[config.mk]
export PLATFORM = sky130hd
export DESIGN_NAME = instr_cache
export DESIGN_NICKNAME = d
export VERILOG_FILES = /design/src/rtl/icache_pkg.sv /design/src/rtl/icache_fsm.sv /design/src/rtl/instr_cache.sv
export SDC_FILE = /design/constraint.sdc
export NUM_CORES = 1
export LEC_CHECK = 0
export BUFFER_PORTS_ARGS = -buffer_cell sky130_fd_sc_hd__buf_2
export CORE_MARGIN = 2
export CORE_UTILIZATION = 50
export CTS_CLUSTER_SIZE = 16
export DETAILED_ROUTE_END_ITERATION = 16
export PLACE_DENSITY = 0.65
export SETUP_SLACK_MARGIN = 0.15
export SLEW_MARGIN = 20
export SYNTH_ARGS = -nofsm -noshare
export SYNTH_HDL_FRONTEND = slang
export SYNTH_SLANG_ARGS = --single-unit
[constraint.sdc]
create_clock -name CLK -period 13.95 [get_ports CLK]
set_clock_uncertainty 0.1 [all_clocks]
set_input_delay 0.6975 -clock CLK [delete_from_list [all_inputs] [get_ports CLK]]
set_output_delay 0.6975 -clock CLK [all_outputs]
set_load 0.02 [all_outputs]
[src/rtl/icache_pkg.sv]
// ---------------------------------------------------------------------------
// icache_pkg
// Shared sizing constants, derived field widths and the controller state
// type for the direct-mapped, read-only instruction cache.
// ---------------------------------------------------------------------------
package icache_pkg;

  localparam int ADDR_BITS       = 10;
  localparam int NUM_BLOCKS      = 8;
  localparam int WORDS_PER_BLOCK = 4;

  localparam int OFFSET_W  = $clog2(WORDS_PER_BLOCK);
  localparam int INDEX_W   = $clog2(NUM_BLOCKS);
  localparam int TAG_W     = ADDR_BITS - INDEX_W - OFFSET_W - 2;
  localparam int BLOCK_W   = 32 * WORDS_PER_BLOCK;
  // Block address = {tag, index}; this is what memory sees.
  localparam int BLKADDR_W = TAG_W + INDEX_W;

  typedef logic [WORDS_PER_BLOCK-1:0][31:0] block_t;

  typedef enum logic [1:0] {
    IDLE      = 2'd0,
    MEM_FETCH = 2'd1,
    UPDATE    = 2'd2
  } cacheState_e;

endpackage

[src/rtl/icache_fsm.sv]
// ---------------------------------------------------------------------------
// icache_fsm
// Miss controller: holds the state register and the latched block address.
// Ports:
//   clk_i, rst_ni        clock, asynchronous active-low reset
//   hit_i                combinational hit for the current fetch address
//   blockAddr_i          {tag,index} of the current fetch address
//   memBusywait_i        instruction memory busy
//   memRead_o            block read request to memory
//   memAddress_o         latched block address (also selects the fill line)
//   busywait_o           stall request to the CPU
//   capture_o            load the fill register this edge
//   lineWrite_o          write fill register into the latched line this edge
// ---------------------------------------------------------------------------
module icache_fsm
  import icache_pkg::*;
(
  input  logic                 clk_i,
  input  logic                 rst_ni,
  input  logic                 hit_i,
  input  logic [BLKADDR_W-1:0] blockAddr_i,
  input  logic                 memBusywait_i,
  output logic                 memRead_o,
  output logic [BLKADDR_W-1:0] memAddress_o,
  output logic                 busywait_o,
  output logic                 capture_o,
  output logic                 lineWrite_o
);

  cacheState_e          state_q, state_d;
  logic [BLKADDR_W-1:0] blockAddr_q, blockAddr_d;
  logic                 busyRaw;

  // State and latched block address; reset aborts any fill in progress.
  always_ff @(posedge clk_i or negedge rst_ni) begin
    if (!rst_ni) begin
      state_q     <= IDLE;
      blockAddr_q <= '0;
    end else begin
      state_q     <= state_d;
      blockAddr_q <= blockAddr_d;
    end
  end

  always_comb begin
    state_d     = state_q;
    blockAddr_d = blockAddr_q;
    memRead_o   = 1'b0;
    busyRaw     = 1'b0;
    capture_o   = 1'b0;
    lineWrite_o = 1'b0;
    case (state_q)
      IDLE: begin
        if (!hit_i) begin
          busyRaw     = 1'b1;
          state_d     = MEM_FETCH;
          blockAddr_d = blockAddr_i;
        end
      end
      MEM_FETCH: begin
        memRead_o = 1'b1;
        busyRaw   = 1'b1;
        if (!memBusywait_i) begin
          capture_o = 1'b1;
          state_d   = UPDATE;
        end
      end
      UPDATE: begin
        busyRaw     = 1'b1;
        lineWrite_o = 1'b1;
        state_d     = IDLE;
      end
      default: state_d = IDLE;
    endcase
  end

  // Held in reset every line is invalid, so the raw miss would stall the
  // CPU; the stall is suppressed until reset is released.
  assign busywait_o   = busyRaw & rst_ni;
  assign memAddress_o = blockAddr_q;

endmodule

[src/rtl/instr_cache.sv]
// ---------------------------------------------------------------------------
// instr_cache
// Direct-mapped read-only instruction cache, 8 lines x 4 words.
// Ports:
//   CLK, RESET       clock, asynchronous active-low reset
//   ADDRESS          fetch byte address (bits [9:2] used)
//   INSTRUCTION      fetched word, 0 while not valid
//   BUSYWAIT         stall request to the CPU
//   MEM_READ         block read request to instruction memory
//   MEM_ADDRESS      block address toward memory
//   MEM_READDATA     128-bit block from memory
//   MEM_BUSYWAIT     memory busy; data valid in the cycle it falls
// ---------------------------------------------------------------------------
module instr_cache
  import icache_pkg::*;
(
  input  logic                 CLK,
  input  logic                 RESET,
  input  logic [31:0]          ADDRESS,
  output logic [31:0]          INSTRUCTION,
  output logic                 BUSYWAIT,
  output logic                 MEM_READ,
  output logic [BLKADDR_W-1:0] MEM_ADDRESS,
  input  logic [BLOCK_W-1:0]   MEM_READDATA,
  input  logic                 MEM_BUSYWAIT
);

  logic [NUM_BLOCKS-1:0] valid_q;
  logic [TAG_W-1:0]      tag_q  [NUM_BLOCKS];
  block_t                data_q [NUM_BLOCKS];
  block_t                fill_q;

  logic [OFFSET_W-1:0]  offset;
  logic [INDEX_W-1:0]   index;
  logic [TAG_W-1:0]     tag;
  logic [BLKADDR_W-1:0] blockAddr;
  logic [INDEX_W-1:0]   wrIndex;
  logic [TAG_W-1:0]     wrTag;
  logic                 hit;
  logic                 capture;
  logic                 lineWrite;
  logic                 unusedAddrBits;

  assign offset    = ADDRESS[2 +: OFFSET_W];
  assign index     = ADDRESS[2 + OFFSET_W +: INDEX_W];
  assign tag       = ADDRESS[2 + OFFSET_W + INDEX_W +: TAG_W];
  assign blockAddr = ADDRESS[ADDR_BITS-1:2 + OFFSET_W];
  assign unusedAddrBits = ^{ADDRESS[31:ADDR_BITS], ADDRESS[1:0]};

  // The line being filled is named by the latched block address, not the
  // live ADDRESS, so a PC change mid-fill cannot corrupt another line.
  assign wrIndex = MEM_ADDRESS[INDEX_W-1:0];
  assign wrTag   = MEM_ADDRESS[BLKADDR_W-1:INDEX_W];

  assign hit = valid_q[index] && (tag_q[index] == tag);

  icache_fsm u_fsm (
    .clk_i         (CLK),
    .rst_ni        (RESET),
    .hit_i         (hit),
    .blockAddr_i   (blockAddr),
    .memBusywait_i (MEM_BUSYWAIT),
    .memRead_o     (MEM_READ),
    .memAddress_o  (MEM_ADDRESS),
    .busywait_o    (BUSYWAIT),
    .capture_o     (capture),
    .lineWrite_o   (lineWrite)
  );

  // Valid bits and the fill register are the only storage needing reset.
  always_ff @(posedge CLK or negedge RESET) begin
    if (!RESET) begin
      valid_q <= '0;
      fill_q  <= '0;
    end else begin
      if (capture) begin
        fill_q <= MEM_READDATA;
      end
      if (lineWrite) begin
        valid_q[wrIndex] <= 1'b1;
      end
    end
  end

  // Tag and data arrays are qualified by valid, so they need no reset.
  always_ff @(posedge CLK) begin
    if (lineWrite) begin
      tag_q[wrIndex]  <= wrTag;
      data_q[wrIndex] <= fill_q;
    end
  end

  always_comb begin
    INSTRUCTION = 32'h0;
    if (hit && !BUSYWAIT) begin
      INSTRUCTION = data_q[index][offset];
    end
  end

endmodule
After elaboration in Yosys (flattened, before gate mapping)
Memories as Yosys holds them, arrays and structs flattened. Cells that the tools add are included.

Equal/unequal tests: 5. Divide/modulo/power cells: 0. Add/subtract/negate cells: 0. Bitwise gates (word level): 3. Muxes and demuxes: 18. Multiply operators: 0. Reduce and logical (&&, ||, !) cells: 8. Order comparisons: 4. Shift operators: 0.

Operators with widths (count): $bmux W32 S2 (1); $mux W32 (2); $mux W1 (9); $lt A3 B4 Y1 const B (2); $or A8 B8 Y8 (1); $mux W2 (2); $ne A2 B2 Y1 const B (2); $pmux W2 S2 (1); $reduce_and A2 Y1 (2); $bmux W1 S3 (1); $demux W1 S3 (1); $eq A3 B3 Y1 (1); $ge A3 B1 Y1 const B (1); $logic_and A1 B1 Y1 (3); $lt A2 B3 Y1 const B (1); $eq A2 B1 Y1 const B (1); $eq A2 B2 Y1 const B (1); $logic_not A2 Y1 (1); $pmux W1 S2 (1); $reduce_or A2 Y1 (1); $and A1 B1 Y1 (1); $logic_not A1 Y1 (1); $not A1 Y1 (1).

Output and inout port bits: 40. Logic and storage cells: 47. ROM bits: 0. Latch bits: 0. Memories: 2. Input bits: 163. Register bits: 144. Bits in writable memories: 1048.

Memories: data_q (depth 8, bits a word 128, rd ports 1, clocked after memory_dff 0, wr ports 1, line instr_cache.sv:30) `block_t data_q [NUM_BLOCKS];`; tag_q (depth 8, bits a word 3, rd ports 1, clocked after memory_dff 0, wr ports 1, line instr_cache.sv:29) `logic [TAG_W-1:0] tag_q [NUM_BLOCKS];`.

Depth between registers and ports, before layout
Gate-level depths: netlist of the first run.

Depth in word-level cells: 9. Gate-level depth with buffers: 9. Gate-level depth less buffers: 5.

Hierarchy
Synthesis of the first run repeated with hierarchy kept, for this count alone.

Cell total of the unflattened synthesis: 2016. Area, all modules: 45936.6 µm².

Modules (own cells, without submodules): instr_cache (cells each 1986, instances 1, area each 45488.6 µm², seq. area each 34873.4 µm²); icache_fsm (cells each 30, instances 1, area each 447.9 µm², seq. area each 200.2 µm²).

Least setup slack after synthesis of the first run
No wires, ideal clock.

Path type: reg-to-reg. From: register u_fsm.state_q[0]. To: register valid_q[0]. Period minus slack after synthesis: 10.700 ns. Setup time: 0.122 ns. Cell stages (with the launch flop): 6. Data arrival time: 10.478 ns. Data required time: 13.728 ns. Slack: 3.250 ns. Buffers on the path: 0. Cells stage by stage: dfrtp_1 -> inv_1 -> ha_1 -> nand2b_1 -> nor3_1 -> or2_2.

Word-level cells in the longest chain between the ends: 2.

RTL lines: start: declaration (line icache_fsm.sv:30) `cacheState_e state_q, state_d;`; start signal: assignment (line icache_fsm.sv:40) `state_q <= state_d;`; $eq A2 B2 Y1 (line icache_fsm.sv:52) `case (state_q)`; $mux W1 (line icache_fsm.sv:52); end signal: assignment (line instr_cache.sv:73) `valid_q <= '0;`; end signal: indexed assignment (line instr_cache.sv:80) `valid_q[wrIndex] <= 1'b1;`; end: declaration (line instr_cache.sv:28) `logic [NUM_BLOCKS-1:0] valid_q;`.

Every way passes these cells. A chain may end at the register's enable or synchronous reset.

Worst setup path after layout of the first run
From: input port ADDRESS[5]. To: output port INSTRUCTION[0].

Word-level cells in the longest chain between the ends: 9. Elaborated cells on any way between the ends: 14. Those cells by class: eq/ne (1); mux (7); bitwise (1); reduce/logical (3); memory (2).

RTL lines: start: declaration (line instr_cache.sv:19) `input logic [31:0] ADDRESS,`; $mem_v2 Z8 W3 or $bmux W1 S3 (tied branches); $eq A3 B3 Y1 or $mux W1 (tied branches) (line instr_cache.sv:55) `assign hit = valid_q[index] && (tag_q[index] == tag);`; $logic_and A1 B1 Y1 (line instr_cache.sv:55); $mux W1 (line icache_fsm.sv:54) `if (!hit_i) begin`; $pmux W1 S2 (line icache_fsm.sv:52); $and A1 B1 Y1 (line icache_fsm.sv:79) `assign busywait_o = busyRaw & rst_ni;`; $logic_not A1 Y1 (line instr_cache.sv:95) `if (hit && !BUSYWAIT) begin`; $logic_and A1 B1 Y1 (line instr_cache.sv:95); $mux W32 * (line instr_cache.sv:95); end: declaration (line instr_cache.sv:20) `output logic [31:0] INSTRUCTION,`.

Every way passes the cells marked *; elsewhere a longest branch is shown, timed or not. The select of a mux whose other input is x is not followed.

==> out/metrics.cfg, run 1 <==
[cts]
postCtsSetupRepairBufs = 0
insertion_delay_ps = 680
cts_buffer_depth = 3
tritoncts = built
cts_resized = 0
clkTransAtPathRegs_ps = 60
cts_root_buffer = clkbuf_16
h-tree-depth = 3
numCtsBuffers = 115
clock_sinks = 1192
cts_hold_buffers = 1

[placement]
numPortBuffers = 178
dpl.cell_count = 3168
hpwlAfterDp_mm = 50.42
place.gp.congestion = 0.7539

[critical_path]
path_buf_inv = 3
cp-end-kind = output pin
cp.required_ps = 13150
crit_arrival_ps = 5070
cp_max_fo = 71
path_class = in2out
max_stage_delay_ps = 1210
crit_family = simple AND/OR/NAND/NOR gates
cp-start-kind = input port
worstPathCellList = buf_8 > buf_4 > mux4_2 > xnor2_1 > or4_2 > nor3_1 > buf_2
critPathSlowestCell = or4_2

[yosys]
ys_types = 29
synth-seq-cells = 1192
netlist_instances = 1877
synth_area_per_cell_sq_um = 24.22
synth_seq_area_share = 0.7714
ys_warn_count = 0
syn_nets = 2045
syn_area_sq_um = 45460

[layout]
area_delta_synth_final_pct = 13.67
instances_no_fill = 3386
mostFrequentLayoutCells = 1048 x edfxtp_1, 325 x mux4_2, 173 x buf_2
final_common_cell = edfxtp_1
fillers = 6522
antennaDiodeCount = 0
layout-drive-gt1-share = 0.4109
final_nets = 2278

[drt]
drt_first_pass_iters = 7
drt-initial-drc-count = 1538
avgViaCountPerCell = 5.856
avgRoutedWirePerCell_um = 27.47
totalWireLength_mm = 93.02
via_count = 19827
drc = 0
ant_nets = 0

[floorplanning]
die_height_um = 305.5
die_area_sq_um = 93360
rows = 110
core_area_sq_um = 90010
die_w_um = 305.5
initial_core_util = 0.5051
io-pin-count = 203

[timing]
final-hold-violation-count = 0
fin_crit_ps = 5863
tightest_slew_ps = 1128
finalSetupViolCount = 0
clock.fmax_mhz = 170.6
slew_violations = 0
slew_headroom = 0.2481
post-route-period-util = 0.4203
rsz0062_at_grt = false
fin_setup_tns_ps = 0

[power_and_ir_drop]
p_per_area_nw_per_um2 = 182.6
p_leak_uw = 0.01707
ir_drop_v = 0.0001244

[global_route]
grt_max_degree = 133
grt_pass1_vias = 21349
grt_overflow = 0
grt_usage = 0.2032
grt_pass1_wl_mm = 138.6
grt_antenna_before_repair = 11

[run_status]
status = complete, no violations

[min_path]
min_path_type = in2reg

[flow_run]
cap_violations = 0

[power by group]
part | leakage (uW) | switching, uW | internal, uW
Combinational | 0.00400 | 541 | 456
Clock | 0.00192 | 1290 | 1850
Sequential | 0.0111 | 493 | 4810
Total | 0.0171 | 2320 | 7110
[final timing paths]
check / startpoint / endpoint / slack [ps] / depth (start not counted)
min: MEM_READDATA[113] / fill_q[113] / 150 / 2
min in group asynchronous: RESET / fill_q[93] / 510 / 2
max in group asynchronous: RESET / fill_q[23] / 11220 / 4
min reg2reg: valid_q[1] / valid_q[1] / 360 / 1
max reg2reg: u_fsm.state_q[0] / data_q[2][21] / 10180 / 6
max: ADDRESS[5] / INSTRUCTION[0] / 8090 / 7
[layout make-up]
type,count,area (sq um),share of cell area
clock inverter,62,705.7,0.01365
inverter,5,18.77,0.0003632
tap,1176,1471,0.02847
multi-input combinational,580,9978,0.1931
clock buffer,155,3188,0.06169
sequential,1192,35070,0.6787
timing repair buffer,216,1245,0.02409
[metal layers]
metal	GRT usage	up-vias	wire (um)
li1	-	8446	-
met1	0.2667	10723	37320
met2	0.3437	489	47580
met3	0.04645	159	5516
met4	0.05739	10	2550
met5	0	-	54
[Yosys cell counts]
master | instances | area, sq um
edfxtp_1 | 1048 | 31470
mux4_2 | 325 | 7320
dfrtp_1 | 144 | 3603
mux2_2 | 135 | 1520
clkbuf_1 | 53 | 198.9
mux2i_1 | 44 | 440.4
buf_2 | 31 | 155.2
nor3_2 | 30 | 300.3
buf_1 | 10 | 37.54
or2_2 | 8 | 50.05
buf_6 | 6 | 67.56
nor2_1 | 6 | 22.52
ha_1 | 5 | 62.56
inv_1 | 5 | 18.77
nand2_1 | 5 | 18.77
nor3_1 | 4 | 20.02
nand2b_1 | 3 | 18.77
nand3_1 | 2 | 10.01
or4_1 | 2 | 15.01
xnor2_1 | 2 | 17.52
a2bb2oi_1 | 1 | 8.760
a41o_1 | 1 | 10.01
and3_1 | 1 | 6.260
nor2b_1 | 1 | 6.260
nor4_1 | 1 | 6.260
o211ai_1 | 1 | 7.510
o41ai_1 | 1 | 8.760
o41ai_4 | 1 | 27.53
xnor2_2 | 1 | 16.27
[flip-flops by register name, summed over array words and instances, names as in the netlist]
register and count:
data_q 1024, u_fsm.state_q 2, u_fsm.memAddress_o 6, valid_q 8, tag_q 24, fill_q 128
[stage by stage]
stage	instance area [sq um]	total power [uW]	setup WS [ps]	hold slack, ps	util
6_report	51680	9435	8087	147.2	0.5742
5_1_grt	51680	9804	7916	108.4	0.5742
4_1_cts	51680	9539	8027	98.54	0.5741
3_5_place_dp	47770	6402	8046	349.5	0.5307
3_3_place_gp	47770	6308	8062	345.5	0.5307
2_1_floorplan	45460	5927	3250	301.9	-
[cells by family after synthesis]
logic type	after synthesis	share of synthesized area
buf+inv	105	0.01051
compound gates	5	0.001376
simple gates	63	0.01043
fa+ha+maj	5	0.001376
xor+xnor	3	0.0007432
flops	1192	0.7714
mux	504	0.2041
(Power assumes the default switching activity.)
==> run 2, diff against run 1 <==
==> constraint.sdc (replaced) <==
create_clock -name CLK -period 5.98 [get_ports CLK]
set_clock_uncertainty 0.1 [all_clocks]
set_input_delay 0.299 -clock CLK [delete_from_list [all_inputs] [get_ports CLK]]
set_output_delay 0.299 -clock CLK [all_outputs]
set_load 0.02 [all_outputs]
==> out/metrics.cfg, run 2 (synthesis results as in run 1) <==
[layout]
layout-drive-gt1-share = 0.3856  ; -0.02529
final_common_cell = edfxtp_1
final_nets = 2407  ; +5.7%
register_area_sq_um = 35070  ; unchanged
regMostFlops = data_q
mostFrequentLayoutCells = 1048 x edfxtp_1, 325 x mux4_2, 173 x buf_2
reg.largest.list = data_q: 1024 flops, fill_q: 128 flops, tag_q: 24 flops
largest_register_ffs = 1024  ; unchanged
fillers = 6365  ; -2.4%
area_delta_synth_final_pct = 16.94
multi_input_area_sq_um = 9991  ; +0.13%

[timing]
fin_crit_ps = 4069
setup_slack_ps = 1911  ; -6176 ps
rsz0062_at_grt = false
slew_violations = 0  ; unchanged
fin_setup_tns_ps = 0  ; unchanged
final-hold-violation-count = 0  ; unchanged
finalSetupViolCount = 0  ; unchanged
clock.fmax_mhz = 245.8
slew_headroom = 0.2842  ; +0.03611
post-route-period-util = 0.6804
tightest_slew_ps = 1074  ; -54.17 ps

[critical_path]
path_class = reg2out
crit_arrival_ps = 3670  ; -1400 ps
cp-end-kind = output pin
cp.required_ps = 5580  ; -7570 ps
r2r-start = u_fsm.state_q[0]
r2r_setup_slack_ps = 2760  ; -7420 ps
timing.rr.end = data_q[3][76]
reg2reg_depth = 5  ; -1
cp-start-kind = flop
cp_max_fo = 33  ; -54%

[power_and_ir_drop]
p_switching_uw = 5426  ; +130%
p_per_area_nw_per_um2 = 416.7  ; +130%
seq_power_share = 0.558  ; -0.004
internal-power_uw = 16730  ; +140%
p_comb_frac = 0.109  ; +0.003
swShare = 0.2449  ; -0.001349
p_leak_uw = 0.01765  ; +3.4%
pwr-share-clk = 0.333  ; about the same
ir_drop_v = 0.0003283  ; +160%

[placement]
hpwlAfterDp_mm = 49.44  ; -1.9%
numPortBuffers = 178  ; unchanged
place.gp.congestion = 0.7402  ; -1.8%
pre_cts_ws_ps = 1907  ; -6139 ps

[cts]
insertion_delay_ps = 680  ; about the same
cts_buffer_depth = 3  ; unchanged
numCtsBuffers = 116  ; +0.87%
h-tree-depth = 3  ; unchanged
clock_sinks = 1192  ; unchanged
tritoncts = built
clkTransAtPathRegs_ps = 60  ; about the same
cts_root_buffer = clkbuf_16

[global_route]
grt_pass1_vias = 21977  ; +2.9%
grt_antenna_before_repair = 8  ; -3
grt_usage = 0.2074  ; +0.004170
grt_max_degree = 133  ; unchanged
grt_pass1_wl_mm = 142.1  ; +2.5%
grt_overflow = 0  ; unchanged

[flow_run]
cap_violations = 0  ; unchanged

[floorplanning]
io-pin-count = 203  ; unchanged
die_height_um = 305.5  ; unchanged
initial_core_util = 0.5051  ; unchanged
core_area_sq_um = 90010  ; unchanged
die_w_um = 305.5  ; unchanged
die_area_sq_um = 93360  ; unchanged
rows = 110  ; unchanged

[drt]
totalWireLength_mm = 94.90  ; +2.0%
avgViaCountPerCell = 5.841  ; -0.25%
drt_first_pass_iters = 7  ; unchanged
via_count = 20555  ; +3.7%
ant_nets = 0  ; unchanged
drt-initial-drc-count = 1983  ; +29%
drc = 0  ; unchanged
avgRoutedWirePerCell_um = 26.97  ; -1.8%

[min_path]
min_path_type = in2async

[run_status]
status = complete, no violations

-- run 2: per-stage QoR --
step                  util  instances  hold WS (ps)  power (uW)  instance area [sq um]
floorplan                -       1877        -96.59       13810                  45470
global placement    0.5318       3162         110.0       14700                  47870
detailed placement  0.5318       3162         115.4       14940                  47870
CTS                 0.5906       3518         98.99       22380                  53160
global route        0.5907       3519         127.9       23020                  53170
finish              0.5907       3519         131.9       22150                  53170
-- run 2: worst max path at each step --
stage | startpoint | to | slack (ps) | cells past startpoint
after floorplan | u_fsm.state_q[0] | valid_q[2] | -1080 | 5
after CTS | tag_q[6][0] | BUSYWAIT | 1890 | 6
after global placement | ADDRESS[4] | INSTRUCTION[1] | 1960 | 7
final | tag_q[7][0] | BUSYWAIT | 1910 | 6
after global routing | ADDRESS[4] | INSTRUCTION[20] | 1740 | 7
after detailed placement | ADDRESS[4] | BUSYWAIT | 1910 | 7
-- run 2: metal layers --
layer / vias to the layer above / part of all wire / routed length [um] / global-route usage
met1: 11112 / 0.42 / 39450 / 0.2862
met5: - / 0.00090 / 85 / 0
met4: 14 / 0.026 / 2456 / 0.06060
li1: 8707 / - / - / -
met2: 578 / 0.50 / 47780 / 0.3449
met3: 144 / 0.054 / 5133 / 0.03446
-- run 2: worst max-delay path, stage by stage, from the launching register on --
cell and delay [ps]:
edfxtp_1 320, mux2i_1 60, mux4_2 520, xnor2_1 250, or4_2 1230, a41o_1 420, buf_2 180
-- run 2: layout make-up --
cell class,instances,share of cell area
antenna,1,0.00004707
clock buffer,167,0.06258
clock inverter,54,0.01137
inverter,5,0.0003530
multi-input combinational,580,0.1879
sequential,1192,0.6597
tap,1176,0.02768
timing repair buffer,344,0.05038
-- run 2: repair_timing --
item | CTS | global route
resized for setup | 0 | 0
setup buffers | 0 | 0
endpoints found under the hold margin | 197 | 0
hold buffers | 135 | 0
-- run 2: power by group through the flow --
stage / registers, uW / clock network (uW) / logic (uW)
after floorplan: 12200 / 0 / 1610
after global placement: 12400 / 0 / 2340
after detailed placement: 12600 / 0 / 2390
after CTS: 12400 / 7530 / 2470
after global routing: 12600 / 7850 / 2590
final: 12400 / 7380 / 2420
